## src/rtl/steer_pkg.sv

```systemverilog
// Shared types and the wrap-aware angle error helper
// for the multi-channel steering controller.
package steer_pkg;

    localparam int MAXW = 16;

    typedef enum logic [1:0] {
        S_IDLE,
        S_RUN,
        S_DONE,
        S_FAIL
    } state_t;

    typedef struct packed {
        logic            dir;
        logic [MAXW-1:0] mag;
    } err_t;

    // Shortest path on a 2^w ring; the half-turn tie resolves negative.
    function automatic err_t calc_err(
        input logic [MAXW-1:0] tgt,
        input logic [MAXW-1:0] cur,
        input int              w
    );
        logic [MAXW:0] span;
        logic [MAXW:0] diff;
        logic [MAXW:0] neg;
        err_t          e;
        span  = {{MAXW{1'b0}}, 1'b1} << w;
        diff  = ({1'b0, tgt} - {1'b0, cur}) & (span - 1'b1);
        neg   = span - diff;
        e.dir = ~diff[w-1];
        e.mag = e.dir ? diff[MAXW-1:0] : neg[MAXW-1:0];
        return e;
    endfunction

endpackage

```

## src/rtl/steer_ch.sv

```systemverilog
// One steering channel: encoder sync/capture, angle FSM,
// PWM ratio ramp and single-outstanding update handshake.
module steer_ch
    import steer_pkg::*;
#(
    parameter int ANGLE_W       = 12,
    parameter int PWM_W         = 8,
    parameter int MIN_PWM       = 40,
    parameter int MAX_PWM       = 200,
    parameter int RAMP_STEP     = 8,
    parameter int SLOW_ZONE     = 128,
    parameter int TOL           = 8,
    parameter int CONSEC        = 3,
    parameter int STALL_SAMPLES = 16
) (
    input  logic               i_clk,
    input  logic               i_rst,
    input  logic [ANGLE_W-1:0] i_tgt,
    input  logic               i_upd,
    input  logic               i_abort,
    input  logic               i_enc_valid,
    input  logic [ANGLE_W-1:0] i_enc_angle,
    input  logic               i_pwm_done,
    output logic [ANGLE_W-1:0] o_cur,
    output logic               o_done,
    output logic               o_fail,
    output logic               o_en,
    output logic               o_dir,
    output logic [PWM_W-1:0]   o_ratio,
    output logic               o_upd
);

    localparam int OW = $clog2(CONSEC + 1);
    localparam int SW = $clog2(STALL_SAMPLES + 1);
    localparam logic [PWM_W-1:0] L_MIN  = PWM_W'(MIN_PWM);
    localparam logic [PWM_W-1:0] L_MAX  = PWM_W'(MAX_PWM);
    localparam logic [PWM_W:0]   L_STEP = (PWM_W+1)'(RAMP_STEP);
    localparam logic [MAXW-1:0]  L_SLOW = MAXW'(SLOW_ZONE);
    localparam logic [MAXW-1:0]  L_TOL  = MAXW'(TOL);
    localparam logic [OW-1:0]    L_CONS = OW'(CONSEC);
    localparam logic [SW-1:0]    L_STAL = SW'(STALL_SAMPLES);

    logic [2:0]         r_sync;
    logic               w_rise;
    logic               r_sample;
    logic [ANGLE_W-1:0] r_cur;
    logic [ANGLE_W-1:0] r_tgt, w_tgt;
    state_t             r_state, w_state;
    logic [PWM_W-1:0]   r_ratio, w_ratio;
    logic               r_dir, w_dir;
    logic               r_en, w_en;
    logic               r_done, w_done;
    logic               r_fail, w_fail;
    logic [OW-1:0]      r_ont, w_ont, w_ont_inc;
    logic [SW-1:0]      r_stall, w_stall, w_stall_inc;
    logic [MAXW-1:0]    r_prev, w_prev;
    logic               w_req;
    logic               r_pend, r_defer, r_upd;
    err_t               w_err_new, w_err_run;
    logic [PWM_W-1:0]   w_goal, w_ramp;
    logic [PWM_W:0]     w_up;
    logic               w_ontgt, w_worse;

    assign w_rise = r_sync[1] & ~r_sync[2];

    always_ff @(posedge i_clk) begin
        if (i_rst) begin
            r_sync   <= '0;
            r_sample <= 1'b0;
            r_cur    <= '0;
        end else begin
            r_sync   <= {r_sync[1:0], i_enc_valid};
            r_sample <= w_rise;
            if (w_rise) r_cur <= i_enc_angle;
        end
    end

    assign w_err_new   = calc_err(MAXW'(i_tgt), MAXW'(r_cur), ANGLE_W);
    assign w_err_run   = calc_err(MAXW'(r_tgt), MAXW'(r_cur), ANGLE_W);
    assign w_ontgt     = (w_err_run.mag <= L_TOL);
    assign w_worse     = (w_err_run.mag >= r_prev);
    assign w_ont_inc   = r_ont + 1'b1;
    assign w_stall_inc = r_stall + 1'b1;

    always_comb begin
        w_goal = (w_err_run.mag > L_SLOW) ? L_MAX : L_MIN;
        w_up   = {1'b0, r_ratio} + L_STEP;
        w_ramp = w_goal;
        if (r_ratio < w_goal) begin
            if (w_up < {1'b0, w_goal}) w_ramp = w_up[PWM_W-1:0];
        end else if ({1'b0, r_ratio} > {1'b0, w_goal} + L_STEP) begin
            w_ramp = r_ratio - L_STEP[PWM_W-1:0];
        end
    end

    always_comb begin
        w_state = r_state;
        w_tgt   = r_tgt;
        w_ratio = r_ratio;
        w_dir   = r_dir;
        w_en    = r_en;
        w_done  = r_done;
        w_fail  = r_fail;
        w_ont   = r_ont;
        w_stall = r_stall;
        w_prev  = r_prev;
        w_req   = 1'b0;
        if (i_abort) begin
            w_state = S_IDLE;
            w_ratio = '0;
            w_en    = 1'b0;
            w_done  = 1'b0;
            w_req   = 1'b1;
        end else if (i_upd) begin
            w_tgt   = i_tgt;
            w_ont   = '0;
            w_stall = '0;
            w_prev  = w_err_new.mag;
            if (r_state != S_RUN) begin
                w_state = S_RUN;
                w_ratio = L_MIN;
                w_dir   = w_err_new.dir;
                w_en    = 1'b1;
                w_done  = 1'b0;
                w_fail  = 1'b0;
                w_req   = 1'b1;
            end
        end else if (r_sample && r_state == S_RUN) begin
            w_prev  = w_err_run.mag;
            w_ont   = w_ontgt ? w_ont_inc : '0;
            w_stall = w_worse ? w_stall_inc : '0;
            if (w_ontgt && w_ont_inc == L_CONS) begin
                w_state = S_DONE;
                w_ratio = '0;
                w_en    = 1'b0;
                w_done  = 1'b1;
                w_req   = 1'b1;
            end else if (w_worse && w_stall_inc == L_STAL) begin
                w_state = S_FAIL;
                w_ratio = '0;
                w_en    = 1'b0;
                w_fail  = 1'b1;
                w_req   = 1'b1;
            end else if (w_err_run.dir != r_dir) begin
                w_ratio = L_MIN;
                w_dir   = w_err_run.dir;
                w_req   = 1'b1;
            end else begin
                w_ratio = w_ramp;
                w_req   = (w_ramp != r_ratio);
            end
        end
    end

    always_ff @(posedge i_clk) begin
        if (i_rst) begin
            r_state <= S_IDLE;
            r_tgt   <= '0;
            r_ratio <= '0;
            r_dir   <= 1'b0;
            r_en    <= 1'b0;
            r_done  <= 1'b0;
            r_fail  <= 1'b0;
            r_ont   <= '0;
            r_stall <= '0;
            r_prev  <= '0;
        end else begin
            r_state <= w_state;
            r_tgt   <= w_tgt;
            r_ratio <= w_ratio;
            r_dir   <= w_dir;
            r_en    <= w_en;
            r_done  <= w_done;
            r_fail  <= w_fail;
            r_ont   <= w_ont;
            r_stall <= w_stall;
            r_prev  <= w_prev;
        end
    end

    // A deferred request fires on the ack edge with the latest ratio/dir.
    always_ff @(posedge i_clk) begin
        if (i_rst) begin
            r_pend  <= 1'b0;
            r_defer <= 1'b0;
            r_upd   <= 1'b0;
        end else begin
            r_upd <= 1'b0;
            if (!r_pend || i_pwm_done) begin
                if (w_req || r_defer) begin
                    r_upd   <= 1'b1;
                    r_pend  <= 1'b1;
                    r_defer <= 1'b0;
                end else begin
                    r_pend  <= 1'b0;
                end
            end else if (w_req) begin
                r_defer <= 1'b1;
            end
        end
    end

    assign o_cur   = r_cur;
    assign o_done  = r_done;
    assign o_fail  = r_fail;
    assign o_en    = r_en;
    assign o_dir   = r_dir;
    assign o_ratio = r_ratio;
    assign o_upd   = r_upd;

endmodule

```

## src/rtl/steer_ctrl_multi.sv

```systemverilog
// Multi-channel steering angle controller: one independent
// steer_ch per motor, with flat bus slicing at the boundary.
module steer_ctrl_multi
    import steer_pkg::*;
#(
    parameter int NUM_CH        = 4,
    parameter int ANGLE_W       = 12,
    parameter int PWM_W         = 8,
    parameter int MIN_PWM       = 40,
    parameter int MAX_PWM       = 200,
    parameter int RAMP_STEP     = 8,
    parameter int SLOW_ZONE     = 128,
    parameter int TOL           = 8,
    parameter int CONSEC        = 3,
    parameter int STALL_SAMPLES = 16
) (
    input  logic                      i_clock,
    input  logic                      i_reset,
    input  logic [NUM_CH*ANGLE_W-1:0] i_target_angle,
    input  logic [NUM_CH-1:0]         i_angle_update,
    input  logic [NUM_CH-1:0]         i_abort_angle,
    input  logic [NUM_CH-1:0]         i_enc_valid,
    input  logic [NUM_CH*ANGLE_W-1:0] i_enc_angle,
    output logic [NUM_CH*ANGLE_W-1:0] o_current_angle,
    output logic [NUM_CH-1:0]         o_angle_done,
    output logic [NUM_CH-1:0]         o_startup_fail,
    input  logic [NUM_CH-1:0]         i_pwm_done,
    output logic [NUM_CH-1:0]         o_pwm_enable,
    output logic [NUM_CH-1:0]         o_pwm_dir,
    output logic [NUM_CH*PWM_W-1:0]   o_pwm_ratio,
    output logic [NUM_CH-1:0]         o_pwm_update
);

    for (genvar g = 0; g < NUM_CH; g++) begin : g_ch
        steer_ch #(
            .ANGLE_W      (ANGLE_W),
            .PWM_W        (PWM_W),
            .MIN_PWM      (MIN_PWM),
            .MAX_PWM      (MAX_PWM),
            .RAMP_STEP    (RAMP_STEP),
            .SLOW_ZONE    (SLOW_ZONE),
            .TOL          (TOL),
            .CONSEC       (CONSEC),
            .STALL_SAMPLES(STALL_SAMPLES)
        ) u_ch (
            .i_clk      (i_clock),
            .i_rst      (i_reset),
            .i_tgt      (i_target_angle[g*ANGLE_W +: ANGLE_W]),
            .i_upd      (i_angle_update[g]),
            .i_abort    (i_abort_angle[g]),
            .i_enc_valid(i_enc_valid[g]),
            .i_enc_angle(i_enc_angle[g*ANGLE_W +: ANGLE_W]),
            .i_pwm_done (i_pwm_done[g]),
            .o_cur      (o_current_angle[g*ANGLE_W +: ANGLE_W]),
            .o_done     (o_angle_done[g]),
            .o_fail     (o_startup_fail[g]),
            .o_en       (o_pwm_enable[g]),
            .o_dir      (o_pwm_dir[g]),
            .o_ratio    (o_pwm_ratio[g*PWM_W +: PWM_W]),
            .o_upd      (o_pwm_update[g])
        );
    end

endmodule

```

## config.mk

```make
export PLATFORM = sky130hd
export DESIGN_NAME = steer_ctrl_multi
export DESIGN_NICKNAME = d
export VERILOG_FILES = /design/src/rtl/steer_pkg.sv /design/src/rtl/steer_ch.sv /design/src/rtl/steer_ctrl_multi.sv
export SDC_FILE = /design/constraint.sdc
export NUM_CORES = 1
export LEC_CHECK = 0
export ABC_AREA = 1
export CAP_MARGIN = 15
export CORE_ASPECT_RATIO = 1.1
export CORE_MARGIN = 3
export CORE_UTILIZATION = 40
export DETAILED_ROUTE_END_ITERATION = 8
export PLACE_DENSITY = 0.58
export SLEW_MARGIN = 20
export SYNTH_ARGS = -nofsm -noshare
export SYNTH_HDL_FRONTEND = slang
export SYNTH_SLANG_ARGS = --single-unit
```

## constraint.sdc

```tcl
create_clock -name i_clock -period 10.9 [get_ports i_clock]
set_input_delay 2.18 -clock i_clock [delete_from_list [all_inputs] [get_ports i_clock]]
set_output_delay 2.18 -clock i_clock [all_outputs]
set_load 0.05 [all_outputs]
```

==> impl_metrics.toml <==
[status]
status = "finished, final reports clean"

[sta]
worst_slew_pin_slew_ps = 995
rsz0062_at_grt = "no"
setup-tns-final_ps = 0
setup_viol = 0
fin_skew_ps = 14.8
hold_viol_final = 0
finalCriticalPeriod_ps = 5260
hold_ws_ps = 408
relSlewSlack = 0.334
slew_viol_final = 0
finalCritPeriodShare = 0.483
fmax_ghz = 0.190

[clock_network]
postCtsSetupBuffers = 0
tritoncts = "done"
cts_made_buffers = 31
cts.repair.resized = 0
cts_buffer_depth = 3
clkSinkCount = 260
cts_root_buf = "clkbuf_16"
clk_latency_ps = 580
h-tree-depth = 1
hold_buffers = 0
cts.reportedPaths.clkPinSlew_ps = 60

[power]
swShare = 0.398
p_switching_mw = 1.48
power.total_mw = 3.72
comb_power_share = 0.411
p_leak_nw = 12.0
pwr-share-clk = 0.311
intPower_mw = 2.24
powerDensity_nw_per_um2 = 151
seqPwrFrac = 0.277
peakVddDrop_uv = 111

[die]
die_x_um = 224
core-area_sq_um = 51500
die_area_sq_um = 55200
start_util = 0.407
row_count = 87
die_h_um = 246
io_pins = 214

[hold_path]
hold_class = "reg -> reg"

[finish]
drive_gt1_frac = 0.0480
diodes = 0
area_growth_pct = 17.6
nNetsFinal = 3767
final_area_sq_um = 24600
layout_common_cells = "793 x nand2_1, 513 x inv_1, 315 x nor2_1"
final_common_cell = "nand2_1"
final_core_util = 0.479
fillers = 5357

[synthesis]
yosysUniqueCellTypes = 61
synth_seq_cells = 260
syn_area_sq_um = 21000
synth_seq_area_share = 0.248
async_reset_ff_frac = 0
synth_edf_count = 0
syn_area_per_cell_sq_um = 6.37
ys.flop_type = "dfxtp_1"
ys_warn_count = 0
syn_inst = 3287

[detailed_routing]
via_per_inst = 5.06
drt_pass1_iterations = 5
routedWlPerCell_um = 14.6
totalWireLength_mm = 60.7
drcViolationCount = 0
via_count = 21000
ant_nets = 0
first_iter_violations = 1061

[placed_design]
dp_hpwl_mm = 47.9
place_area_sq_um = 23500
port_buffers = 213
gp_congestion = 0.871

[critical_path]
critPathBufInv = 7
cpPeakStageDelay_ps = 470
path_max_fanout = 5
cp.required_ps = 11370
criticalPathCategory = "reg -> reg"
cp_data_arrival_time_ps = 5740
cp_common_cell = "nand2_1"
cp_top_family = "simple AND/OR/NAND/NOR gates"
critPathLaunchType = "flop"
end_kind = "flop"
crit_slowest_cell = "dfxtp_1"

[grt]
grt_pass1_wl_mm = 99.8
antenna_found_initial = 0
grt_overflow = 0
grt_max_degree = 77
track_usage = 0.215
first_global_vias = 20000

[flow_run]
cap_violations = 0
-- path summary, 6_finish.rpt --
kind | cells past startpoint | startpoint | slack [ps] | to
worst max register to register | 34 | g_ch[2].u_ch.o_cur[0] | 5640 | g_ch[2].u_ch.r_pend
worst max-delay path | 34 | g_ch[2].u_ch.o_cur[0] | 5640 | g_ch[2].u_ch.r_pend
worst min-delay path | 2 | g_ch[3].u_ch.r_sync[0] | 410 | g_ch[3].u_ch.r_sync[1]
worst min register to register | 2 | g_ch[3].u_ch.r_sync[0] | 410 | g_ch[3].u_ch.r_sync[1]
-- per-layer routing --
| metal | routed length [um] | track usage | vias up |
|---|---|---|---|
| met5 | 0 | 0 | - |
| li1 | - | - | 10900 |
| met4 | 970 | 0.0415 | 0 |
| met1 | 28600 | 0.283 | 9571 |
| met2 | 27800 | 0.373 | 438 |
| met3 | 3220 | 0.0361 | 71 |
-- state kept, by name, summed over array words and instances, names as in the netlist, 8 cells and up --
| register | count |
|---|---|
| g_ch.u_ch.o_cur | 48 |
| g_ch.u_ch.o_ratio | 32 |
| g_ch.u_ch.r_ont | 8 |
| g_ch.u_ch.r_prev | 52 |
| g_ch.u_ch.r_stall | 20 |
| g_ch.u_ch.r_state | 8 |
| g_ch.u_ch.r_sync | 12 |
| g_ch.u_ch.r_tgt | 48 |
-- through the flow --
stage | setup WS [ps] | cells
2_1_floorplan | 6230 | 3290
3_3_place_gp | 5310 | 4087
3_5_place_dp | 5170 | 4087
4_1_cts | 5600 | 4144
5_1_grt | 4940 | 4144
6_report | 5640 | 4144
-- tightest hold or removal path, stage by stage, from the launching register on --
cell     delay (ps)
dfxtp_1         290
inv_1            40
nor2_1           30
-- cell families (layout without fill, tap and decap cells) --
| group | count (synthesis) | count (layout) | share of synthesized area |
|---|---|---|---|
| fa+ha+maj | 200 | 200 | 0.122 |
| simple gates | 1524 | 1524 | 0.314 |
| flops | 260 | 260 | 0.248 |
| other cells | 1 | 4 | 0.000179 |
| xor+xnor | 121 | 121 | 0.0520 |
| compound gates | 559 | 559 | 0.146 |
| buf+inv | 622 | 809 | 0.117 |
-- cell type report --
cell class,instances,area [sq um],share of cell area
repair buffers,219,2170,0.0882
well taps,667,835,0.0339
clock inverters,20,290,0.0118
clock buffers,37,838,0.0340
flip-flops and latches,260,5200,0.211
inverters,533,2000,0.0813
multi-input cells,2408,13300,0.540
-- synthesized netlist by cell type, drive strengths merged (3+ instances only) --
library cell	count	area, sq um
and3	3	23.8
inv	529	1990
a21o	4	30.0
nand2	842	3290
ha	192	2400
a21oi	255	1290
nor3b	10	75.1
o21bai	16	120
and2	5	36.3
nor2	324	1260
buf	31	243
fa	8	160
nand3b	18	139
xnor2	23	201
a221oi	8	70.1
nor4	3	18.8
a22oi	5	37.5
clkbuf	58	218
o211ai	17	128
dfxtp	260	5200
nand3	217	1140
o31ai	6	50.1
o21ai	216	1090
clkinv	4	15.0
a31oi	10	62.6
o221ai	3	26.3
nor3	48	255
a211oi	9	72.6
xor2	98	888
nand4	51	319
-- power by group through the flow --
stage	sequential (mW)	combinational, mW	clock (mW)
final	1.03	1.53	1.16
after global routing	1.04	1.75	1.22
after CTS	1.03	1.53	1.19
after detailed placement	1.05	1.53	0
after global placement	1.05	1.49	0
after floorplan	1.08	1.11	0
(Power assumes the default switching activity.)
